===== src/rtl/transform_scheduler.sv =====
// Per-frame sequencer: walks the instance table, loads each transform
// and streams that model's triangles into the model-to-world transformer.
package transform_scheduler_pkg;
  typedef logic [191:0] transform_t;
  typedef logic [143:0] triangle_t;
endpackage

module transform_scheduler
  import transform_scheduler_pkg::*;
#(
  parameter int INST_W       = 6,
  parameter int TRI_ADDR_W   = 12,
  parameter int DRAIN_CYCLES = 2
) (
  input  logic                  clk,
  input  logic                  rst,
  input  logic                  start,
  input  logic [INST_W:0]       num_instances,
  output logic                  busy,
  output logic                  done,
  output logic                  inst_rd_en,
  output logic [INST_W-1:0]     inst_addr,
  input  transform_t            inst_transform,
  input  logic [TRI_ADDR_W-1:0] inst_tri_base,
  input  logic [TRI_ADDR_W-1:0] inst_tri_count,
  output logic                  tri_rd_en,
  output logic [TRI_ADDR_W-1:0] tri_addr,
  input  triangle_t             tri_rd_data,
  output transform_t            xf_transform,
  output triangle_t             xf_triangle,
  output logic                  xf_valid,
  input  logic                  xf_ready,
  input  logic                  xf_busy,
  output logic [15:0]           tri_issued
);

  localparam int RW = $clog2(DRAIN_CYCLES + 1);
  localparam logic [INST_W:0]       IDX_ONE = 1;
  localparam logic [TRI_ADDR_W-1:0] TRI_ONE = 1;
  localparam logic [RW-1:0]         RUN_ONE = 1;
  localparam logic [RW-1:0]         RUN_END = RW'(DRAIN_CYCLES - 1);

  typedef enum logic [2:0] {
    IDLE, NEXT_INST, INST_WAIT, TRI_RD,
    TRI_WAIT, ISSUE, DRAIN, FINISH
  } state_t;

  state_t                  state;
  state_t                  state_n;
  logic [INST_W:0]         n_inst;
  logic [INST_W:0]         idx;
  logic [TRI_ADDR_W-1:0]   ptr;
  logic [TRI_ADDR_W-1:0]   cnt;
  logic [RW-1:0]           run;

  logic start_ok;
  logic ld_inst;
  logic ld_tri;
  logic accept;
  logic in_drain;

  assign start_ok = (state == IDLE) && start;
  assign ld_inst  = (state == INST_WAIT);
  assign ld_tri   = (state == TRI_WAIT);
  assign accept   = (state == ISSUE) && xf_ready;
  assign in_drain = (state == DRAIN);

  assign busy       = (state != IDLE) && (state != FINISH);
  assign done       = (state == FINISH);
  assign inst_rd_en = (state == NEXT_INST) && (idx != n_inst);
  assign inst_addr  = idx[INST_W-1:0];
  assign tri_rd_en  = (state == TRI_RD);
  assign tri_addr   = ptr;

  always_comb begin
    state_n = state;
    unique case (state)
      IDLE:      if (start) state_n = NEXT_INST;
      NEXT_INST: state_n = (idx == n_inst) ? FINISH : INST_WAIT;
      INST_WAIT: state_n = (inst_tri_count == '0) ? NEXT_INST : TRI_RD;
      TRI_RD:    state_n = TRI_WAIT;
      TRI_WAIT:  state_n = ISSUE;
      ISSUE:     if (xf_ready) state_n = (cnt == TRI_ONE) ? DRAIN : TRI_RD;
      // Transform may only change once the pipeline has been idle long enough
      DRAIN:     if (!xf_busy && run == RUN_END) state_n = NEXT_INST;
      FINISH:    state_n = IDLE;
      default:   state_n = IDLE;
    endcase
  end

  always_ff @(posedge clk or negedge rst) begin
    if (!rst) begin
      state        <= IDLE;
      n_inst       <= '0;
      idx          <= '0;
      ptr          <= '0;
      cnt          <= '0;
      run          <= '0;
      xf_transform <= '0;
      xf_triangle  <= '0;
      xf_valid     <= 1'b0;
      tri_issued   <= '0;
    end else begin
      state <= state_n;
      unique case (1'b1)
        start_ok: begin
          n_inst     <= num_instances;
          idx        <= '0;
          tri_issued <= '0;
        end
        ld_inst: begin
          xf_transform <= inst_transform;
          ptr          <= inst_tri_base;
          cnt          <= inst_tri_count;
          if (inst_tri_count == '0) idx <= idx + IDX_ONE;
        end
        ld_tri: begin
          xf_triangle <= tri_rd_data;
          xf_valid    <= 1'b1;
        end
        accept: begin
          xf_valid <= 1'b0;
          ptr      <= ptr + TRI_ONE;
          cnt      <= cnt - TRI_ONE;
          run      <= '0;
          if (tri_issued != 16'hFFFF) tri_issued <= tri_issued + 16'd1;
          if (cnt == TRI_ONE) idx <= idx + IDX_ONE;
        end
        in_drain: run <= xf_busy ? '0 : run + RUN_ONE;
        default: ;
      endcase
    end
  end

endmodule


===== config.mk =====
export PLATFORM = sky130hd
export DESIGN_NAME = transform_scheduler
export DESIGN_NICKNAME = d
export VERILOG_FILES = /design/src/rtl/transform_scheduler.sv
export SDC_FILE = /design/constraint.sdc
export NUM_CORES = 1
export LEC_CHECK = 0
export BUFFER_PORTS_ARGS = -buffer_cell sky130_fd_sc_hd__buf_2
export CAP_MARGIN = 15
export CORE_AREA = 2 2 290 292
export DETAILED_ROUTE_END_ITERATION = 10
export DIE_AREA = 0 0 292 294
export RECOVER_POWER = 50
export SLEW_MARGIN = 20
export SYNTH_ARGS = -nofsm -noshare
export SYNTH_HDL_FRONTEND = slang
export SYNTH_SLANG_ARGS = --single-unit

===== constraint.sdc =====
create_clock -name clk -period 4.15 [get_ports clk]
set_clock_uncertainty 0.15 [all_clocks]
set_input_delay 0.2075 -clock clk [delete_from_list [all_inputs] [get_ports clk]]
set_output_delay 0.2075 -clock clk [all_outputs]
set_load 0.02 [all_outputs]

Yosys cells after proc, flatten, opt, wreduce, memory -nomap -nowiden
Cells that the tools add are included.
- flip-flop bits (word level): 396
- output and inout port bits: 375
- word-level logic and storage cells: 68
- add/subtract/negate cells: 5
- equal/unequal tests: 19
- muxes and demuxes: 17
- reductions and logical operators: 17
- operator list (operator ; number):
    $pmux W12 S2 ; 2
    $pmux W16 S2 ; 1
    $pmux W3 S8 ; 1
    $pmux W7 S3 ; 1
    $add A16 B1 Y16 const B ; 1
    $mux W16 ; 1
    $ne A16 B16 Y1 const B ; 1
    $mux W3 ; 5
    $mux W7 ; 2
    $add A12 B1 Y12 const B ; 1
    $eq A12 B1 Y1 const B ; 1
    $eq A3 B3 Y1 const B ; 4
    $logic_not A12 Y1 ; 1
    $sub A12 B1 Y12 const B ; 1
    $ne A2 B1 Y1 const B ; 4
    $reduce_bool A2 Y1 ; 4
    $add A7 B1 Y7 const B ; 1
    $eq A7 B7 Y1 ; 1
    $ne A7 B7 Y1 ; 1
    $eq A3 B2 Y1 const B ; 2
    $reduce_and A3 Y1 ; 2
    $reduce_bool A3 Y1 ; 2
    $logic_and A1 B1 Y1 ; 5
    $mux W2 ; 2
    10 further kinds ; 11

Logic depth before layout (Yosys ltp)
Gate-level depths: netlist of run 1.
- depth in word-level cells: 4
- mapped depth: 7

Worst setup path before layout of run 1
Ideal clock, no wire load.
- path kind: reg2reg
- start: register cnt[1]
- end: register idx[5]
- library setup time: 0.121 ns
- arrival: 2.116 ns
- slack: 1.763 ns
- cell stages (with the launch flop): 8
- path buffers: 1
- path through: dfrtp_1 -> inv_1 -> ha_1 -> or4b_4 -> or4b_4 -> buf_6 -> a32o_1 -> a22o_1
- word-level cells in the longest chain between the ends: 3
- ends and longest elaborated chain (element ; RTL line ; text):
    start, declared ; 53 ; logic [TRI_ADDR_W-1:0] cnt;
    start signal, assigned ; 114 ; cnt <= inst_tri_count;
    start signal, assigned ; 124 ; cnt <= cnt - TRI_ONE;
    $eq A12 B1 Y1 ; 127 ; if (cnt == TRI_ONE) idx <= idx + IDX_ONE;
    $ne A2 B1 Y1 (no line) ; -- ;
    $reduce_and A3 Y1 (no line) ; -- ;
    end signal, assigned ; 115 ; if (inst_tri_count == '0) idx <= idx + IDX_ONE;
    end signal, assigned ; 127 ;
    end, declared ; 51 ; logic [INST_W:0] idx;
No other way between the ends.
A chain may end at the register's enable or synchronous reset.

==> results of run 1 <==
power by group through the flow:
| stage | Clock [mW] | Combinational [mW] | Sequential (mW) |
|---|---|---|---|
| 2_1_floorplan | 0 | 3.14 | 8.91 |
| 3_3_place_gp | 0 | 8.31 | 6.88 |
| 3_5_place_dp | 0 | 8.43 | 6.90 |
| 4_1_cts | 4.61 | 8.73 | 6.89 |
| 5_1_grt | 4.73 | 8.97 | 7.23 |
| 6_report | 4.48 | 8.27 | 6.98 |
critical path, cell delays in order:
cell and delay [ns]:
dlygate4sd3_1 0.52, clkbuf_2 2.09, clkbuf_1 0.72
worst paths after layout:
check / start / to / slack [ns] / depth (start not counted)
setup / recovery: rst / xf_transform[139] / 0.99 / 3
hold / removal: inst_transform[79] / xf_transform[79] / 0.21 / 4
setup reg to reg: state[0] / tri_addr[9] / 1.02 / 4
hold reg to reg: xf_transform[107] / xf_transform[107] / 0.32 / 2
max in group clk: state[0] / tri_addr[9] / 1.02 / 4
min in group asynchronous: rst / xf_triangle[32] / 0.99 / 2
cell usage in the layout, fill, tap and decap left out, types with 6 or more instances in the layout:
cell	count
ha_1	6
or3_1	7
mux2_2	146
nand2_1	631
buf_4	15
and3_1	8
a211oi_1	9
a31oi_1	9
a21oi_1	15
nand3_1	19
bufinv_16	7
clkbuf_16	49
dlygate4sd3_1	378
xor2_1	7
nand4_1	6
o21ai_0	15
clkbuf_1	344
nor4_1	10
nor3_1	14
dfrtp_1	396
clkinv_2	9
clkbuf_8	13
inv_1	16
nor2_1	31
buf_2	410
o211ai_1	7
routing by layer:
layer	wire length, um	track usage, %	share of wire, %	vias up
met1	25700	17.3	42	7378
met4	2070	5.03	3.4	2
li1	-	-	-	7229
met5	7	0	0.011	-
met2	29500	22.5	48	598
met3	4340	3.69	7.0	123
per-stage QoR:
stage	std cells	util (%)	power, mW	setup WS (ns)	instance area [um2]
after floorplan	1514	-	12.0	1.76	15900
after global placement	3278	25.2	15.2	1.21	20900
after detailed placement	3278	25.2	15.3	1.05	20900
after CTS	3739	31.8	20.2	1.07	26400
after global routing	3743	31.3	20.9	0.405	25900
final	3744	31.3	19.7	0.995	25900
flip-flops by register name, indices dropped and copies added, names as in the netlist:
signal / cells
xf_transform: 192
xf_triangle: 144
idx: 7
n_inst: 7
xf_valid: 1
state: 3
tri_issued: 16
run: 2
cnt: 12
tri_addr: 12
area by class of cell:
class,count,area [um2]
Timing Repair Buffer,1147,7310
Fill cell,8570,56900
Multi-Input combinational cell,1017,5620
Clock buffer,68,1430
Clock inverter,16,255
Sequential cell,396,9910
Antenna cell,4,10.0
Inverter,16,60.1
Tap cell,1080,1350
cells by family after synthesis:
| family | after synthesis | share of synthesized area, % |
|---|---|---|
| AO/OA/AOI/OAI | 101 | 4.50 |
| XOR/XNOR | 8 | 0.440 |
| adder cells (fa/ha/maj) | 6 | 0.472 |
| buffers and inverters | 101 | 2.61 |
| flip-flops | 396 | 62.2 |
| multiplexers | 150 | 10.6 |
| AND/OR/NAND/NOR | 752 | 19.2 |
==> results, run 1 <==
- The die area is 85800 um2.
- The minimum clock period after layout is 3.16 ns.
- The maximum buffer depth of the clock tree is 3.
- The number of buffers added for setup after CTS is 0.
- The power dissipated by switching net loads is 8.36 mW.
- The number of clock buffers added by TritonCTS is 47.
- The congestion estimate from routability-driven global placement came to 0.824.
- The data required time at the worst endpoint is 4.59 ns.
- The worst setup path is captured at an asynchronous set/reset pin.
- Across all hold checks on the routed design, the worst slack comes to 0.211 ns.
- During placement, the flow inserted port buffers numbering 746.
- The flow ran to the end, but the final reports show violations.
- The synthesized netlist net count is 1892.
- The relative slew slack is -106%.
- The timing-limited maximum frequency is 317 MHz.
- Net switching is 42.4% of the power.
- The share of total power dissipated in the clock network is 22.7%.
- Summed over all instances, the cell type with the most area after synthesis is dfrtp_1.
- The number of H-tree levels is 2.
- The sum of routed wire length over all layers is 61700 um.
- At the later pin of the worst-skew pair, clock insertion delay measures 0.56 ns.
- The pre-antenna-repair detailed-routing pass consisted of 5 iterations.
- The final net count is 3003.
- The fraction of synthesis flops using an asynchronous set or reset pin is 100%.
- For this design, the sink count on the clock tree is 396.
- Global routing finished with a remaining overflow of 0.
- After detailed routing, the number of remaining DRC violations is 0.
- The sequential group share of total power is 35.4%.
- Of the post-synthesis cell area, the dominant cell type holds 62.2%.
- The count of final setup violators is 0.
- The via count is 15300.
- The internal portion of the total power is 11.4 mW.
- Relative to the synthesized area, the layout overhead comes to 63.0%.
- The tool flagged a number of max-cap violations equal to 1.
- The count of mapped cells out of synthesis is 1514.
- The checks that failed: max-capacitance violations, max-slew violations.
- The via density per instance is 4.09.
- The average instance in the mapped netlist occupies 10.5 um2.
- The maximum number of pins on one net before global-route repair is 170.
- The count of hold-fix buffers inserted at cts is 377.
- The worst-case IR drop observed on VDD is 470 uV.
- For this run, the leading register cell type out of synthesis is dfrtp_1.
- By area the synthesized netlist is led by dfrtp_1, nand2_1, mux2_2.
- The dominant cell by count in the synthesized netlist is nand2_1.
- Ranked by instance count, the synthesized netlist is headed by nand2_1, dfrtp_1, mux2_2.
- The clock-pin slew on the worst setup and hold paths is 0.06 ns.
- The height of the die is 294 um.
- The pin slew with the least headroom to its limit is 3.09 ns.
- The global-route wire length before repair is 93100 um.
- The number of failing hold endpoints at the final stage came to 0.
- The number of nets with antenna violations after routing is 0.
- The number of enable flip-flop cells after synthesis is 0.
- Dividing the final minimum period by the clock period gives 76.0%.
- The number of synthesized register bits is 396.
- The initial antenna violation count came to 5.
- The HPWL after detailed placement is 42500 um.
- The max-slew violation count came to 105.
- Once the floorplan was initialized, standard cells occupied 19.2% of the core.
- The worst-path maximum fanout is 106.
- The total track usage is 13.7%.
- The combinational cell fraction of total power is 41.9%.
- The horizontal extent of the die is 292 um.
- The worst hold path belongs to the class in -> reg.
- In the final timing run, aggregate negative setup slack is 0 ns.
- The standard cell core area is 82900 um2.
- After the first detailed-routing iteration, the DRC count stood at 691.
- Of the cells placed in the final design, the portion with a size suffix greater than 1 is 25.0%.
- The sequential fraction of the synthesis area is 62.2%.
- Clock tree synthesis selected as its root buffer the cell clkbuf_16.
- The critical path in this run is classified as in -> async.
- In this run the power density over the cells is 760 nW/um2.
- Dividing the detail-routed wire length by the instance count gives 16.5 um.
- Gates resized during post-CTS repair numbered 0.
- The site row count is 106.
- The via count of the first global-routing pass is 15900.
- Yosys printed 0 warnings.
- The nature of the critical path startpoint is an input port.
- After synthesis, the netlist uses 61 different library cells.
- Setup repair after global routing left no endpoint under its margin.
- In this run the count of I/O pins placed on the die edge is 747.
- The worst path arrival time is 3.60 ns.
- In this run the static leakage power is 12.2 nW.
- TritonCTS built the clock tree.
- The post-synth design cell area is 15900 um2.
No activity file was read; power rests on OpenSTA's default activity.
==> run 2, diff against run 1 <==
CORE_AREA = 2 2 289 291   (was 2 2 290 292)
DIE_AREA = 0 0 291 293   (was 0 0 292 294)
clock period = 2.8 ns   (was 4.15 ns; I/O delays follow)
==> run 2 against run 1 <==
Effect of this change:
- critical path depth rose by 1
- register-to-register slack got worse by 0.72 ns
- count of clock-buffer cells in the layout fell by 7
- the flow now finishes without violations
- via count rose by 0.27%
- flip-flop and latch count did not move
- largest cell class unchanged
==> results, run 2 (synthesis results as in run 1) <==
- The flow ran to the end, and the final reports show no timing, DRC or antenna violations.
- The switching part of the total is 43.0%.
- The remaining routing DRC violations is 0.
- The leading cell type in the layout, fill and taps excluded is nand2_1.
- The clock reaches the later pin of the worst-skew pair after 0.57 ns.
- The flip-flop count of the largest register after layout is 192.
- Counting along the longest clock path gives a buffer depth of 3.
- OpenSTA, run right after detailed placement, puts the worst setup slack at 0.292 ns.
- The type of the most critical hold path is in -> reg.
- The number of buffers inserted by port buffering is 746.
- The data required time at the worst endpoint is 3.20 ns.
- The first TritonRoute pass finished after 5 iterations.
- The worst supply voltage drop on vdd is 574 uV.
- Dividing the detail-routed via count by the number of cells gives 4.10.
- The count of nets left with antenna violations once routing finished came out at 0.
- The critical path is of the in -> async type.
- The total track usage is 13.3%.
- The slack of the critical path is 0.261 ns.
- The max-slew violation count is 0.
- The starting density of the core is 19.5%.
- Headroom to the max-slew limit came out at 12.1%.
- In the layout the commonest cells are nand2_1, dfrtp_1, clkbuf_1.
- The post-route netlist has 23.9% of its cells at a drive strength greater than 1.
- The sequential group share of total power is 35.9%.
- The number of failing hold endpoints at the final stage is 0.
- The number of clock sinks is 396.
- The via count of the first global-routing pass is 16100.
- The number of top-level design ports is 747.
- The max capacitance violation total is 0.
- In the final layout, the registers with the most flip-flops are xf_transform (192), xf_triangle (144), tri_issued (16).
- The standard cell core area is 81800 um2.
- The global-route wire length before repair is 90900 um.
- The final worst-path cycle share is 90.7%.
- The nature of the critical path startpoint is an input port.
- The via count is 15400.
- The first routing iteration left 697 violations.
- Summed over all layers, the routed wires come to 58600 um.
- The power dissipated by switching net loads is 12.3 mW.
- In this run, CTS created clock tree buffers numbering 46.
- The area of combinational cells with multiple inputs is 5620 um2.
- The average wire per standard cell is 15.7 um.
- Clock-pin slew was measured on the worst setup and hold paths at 0.06 ns.
- Adding up every negative setup slack in the final design gives 0 ns.
- The overflow left after global routing is 0.
- Compared with the post-synthesis result, the final layout area differs by 62.5%.
- TritonCTS built the clock tree.
- The site row count is 105.
- The root buffer selected by CTS is clkbuf_16.
- Entering global routing, the biggest net connects 128 pins.
- In the final layout, flip-flops and latches occupy 9910 um2.
- The final net count is 3015.
- At the pin with the least slew margin, the transition time is 1.32 ns.
- Final hold analysis gives a worst-case slack of 0.139 ns.
- The cell-internal power is 16.4 mW.
- Derived from the worst setup path, the maximum achievable clock frequency is 394 MHz.
- Cells fill 31.6% of the core in the end.
- Data arrives at the worst endpoint at 2.93 ns.
- Setup violations remaining at the end of the flow were counted as 0.
- The global placer's final weighted congestion is 0.843.
- Measured along the x axis, the die boundary spans 291 um.
- Power spread over the standard cell area amounts to 1110 nW/um2.
- The half-perimeter wire length after detailed placement is 40000 um.
- The number of H-tree levels is 2.
- Setup repair after global routing left no endpoint under its margin.
- The worst-path maximum fanout is 51.
- STA classifies the critical path endpoint as an asynchronous set/reset pin.
- The height of the die is 293 um.
- For this design the static power due to leakage is 12.0 nW.
- The combinational cell fraction of total power is 42.7%.
- Counting the fill cells in the layout gives 8404.
- Of the total power, the clock network draws 21.5%.
- The largest register by flop count is xf_transform.
- The initial antenna violation count was 8.
- The die covers 85300 um2.
- The minimum clock period after layout is 2.54 ns.
## run 2: changes by cell type in the layout (fill, tap and decap cells not counted), moves of 3 or more
cell / previous run / this run
buf_2: 410 / 374
bufinv_16: 7 / 4
clkinv_2: 9 / 6
clkbuf_8: 13 / 9
clkbuf_1: 344 / 381
buf_4: 15 / 20
clkinvlp_4: 0 / 5
inv_6: 0 / 3
## run 2: power by group through the flow
stage                     Clock, mW  Sequential [mW]  Combinational [mW]
final                          6.17             10.3                12.3
after CTS                      6.37             10.2                13.0
after global routing           6.62             10.7                13.3
after global placement            0             10.1                12.4
after floorplan                   0             13.2                4.65
after detailed placement          0             10.2                12.6
## run 2: cell type report
type	count	area share [%]
diodes	5	0.0484
repair buffers	1160	28.6
clock buffers	61	5.10
multi-input cells	1017	21.7
clock inverters	20	0.895
well taps	1070	5.17
inverters	16	0.232
flip-flops and latches	396	38.3
## run 2: timing repair
| action | 4_1_cts | 5_1_grt |
|---|---|---|
| endpoints found under the setup margin | 0 | 0 |
| setup buffers | 0 | 0 |
| hold buffers | 379 | 0 |
| resized for setup | 0 | 0 |
| endpoints found under the hold margin | 769 | 0 |
## run 2: final timing paths
kind                                     start                 to  slack, ns  depth (start not counted)
max                                        rst    xf_transform[7]       0.26                          4
min                        inst_transform[152]  xf_transform[152]       0.14                          4
max reg2reg                           state[2]             idx[5]       0.30                          4
min reg2reg                  xf_transform[110]  xf_transform[110]       0.32                          2
max in group clk                      state[2]             idx[5]       0.30                          4
min in group asynchronous                  rst    xf_transform[5]       0.53                          3
## run 2: critical path: stages
cell and delay [ns]:
dlygate4sd3_1 0.52, dlygate4sd3_1 0.61, buf_8 0.39, dlygate4sd3_1 1.26
## run 2: routing by layer
layer  wire length [um]  vias up  GRT usage (%)
met3               4140      124           3.77
met4               1960        8           4.94
met5                 61        -              0
met2              29100      561           23.1
li1                   -     7249              -
met1              23400     7430           15.6
## run 2: stage by stage
stage / cell area (um2) / power [mW] / std cells
6_report: 25900 / 28.7 / 3745
5_1_grt: 25900 / 30.6 / 3743
4_1_cts: 26400 / 29.5 / 3740
3_5_place_dp: 21100 / 22.8 / 3280
3_3_place_gp: 21100 / 22.5 / 3280
2_1_floorplan: 15900 / 17.9 / 1514
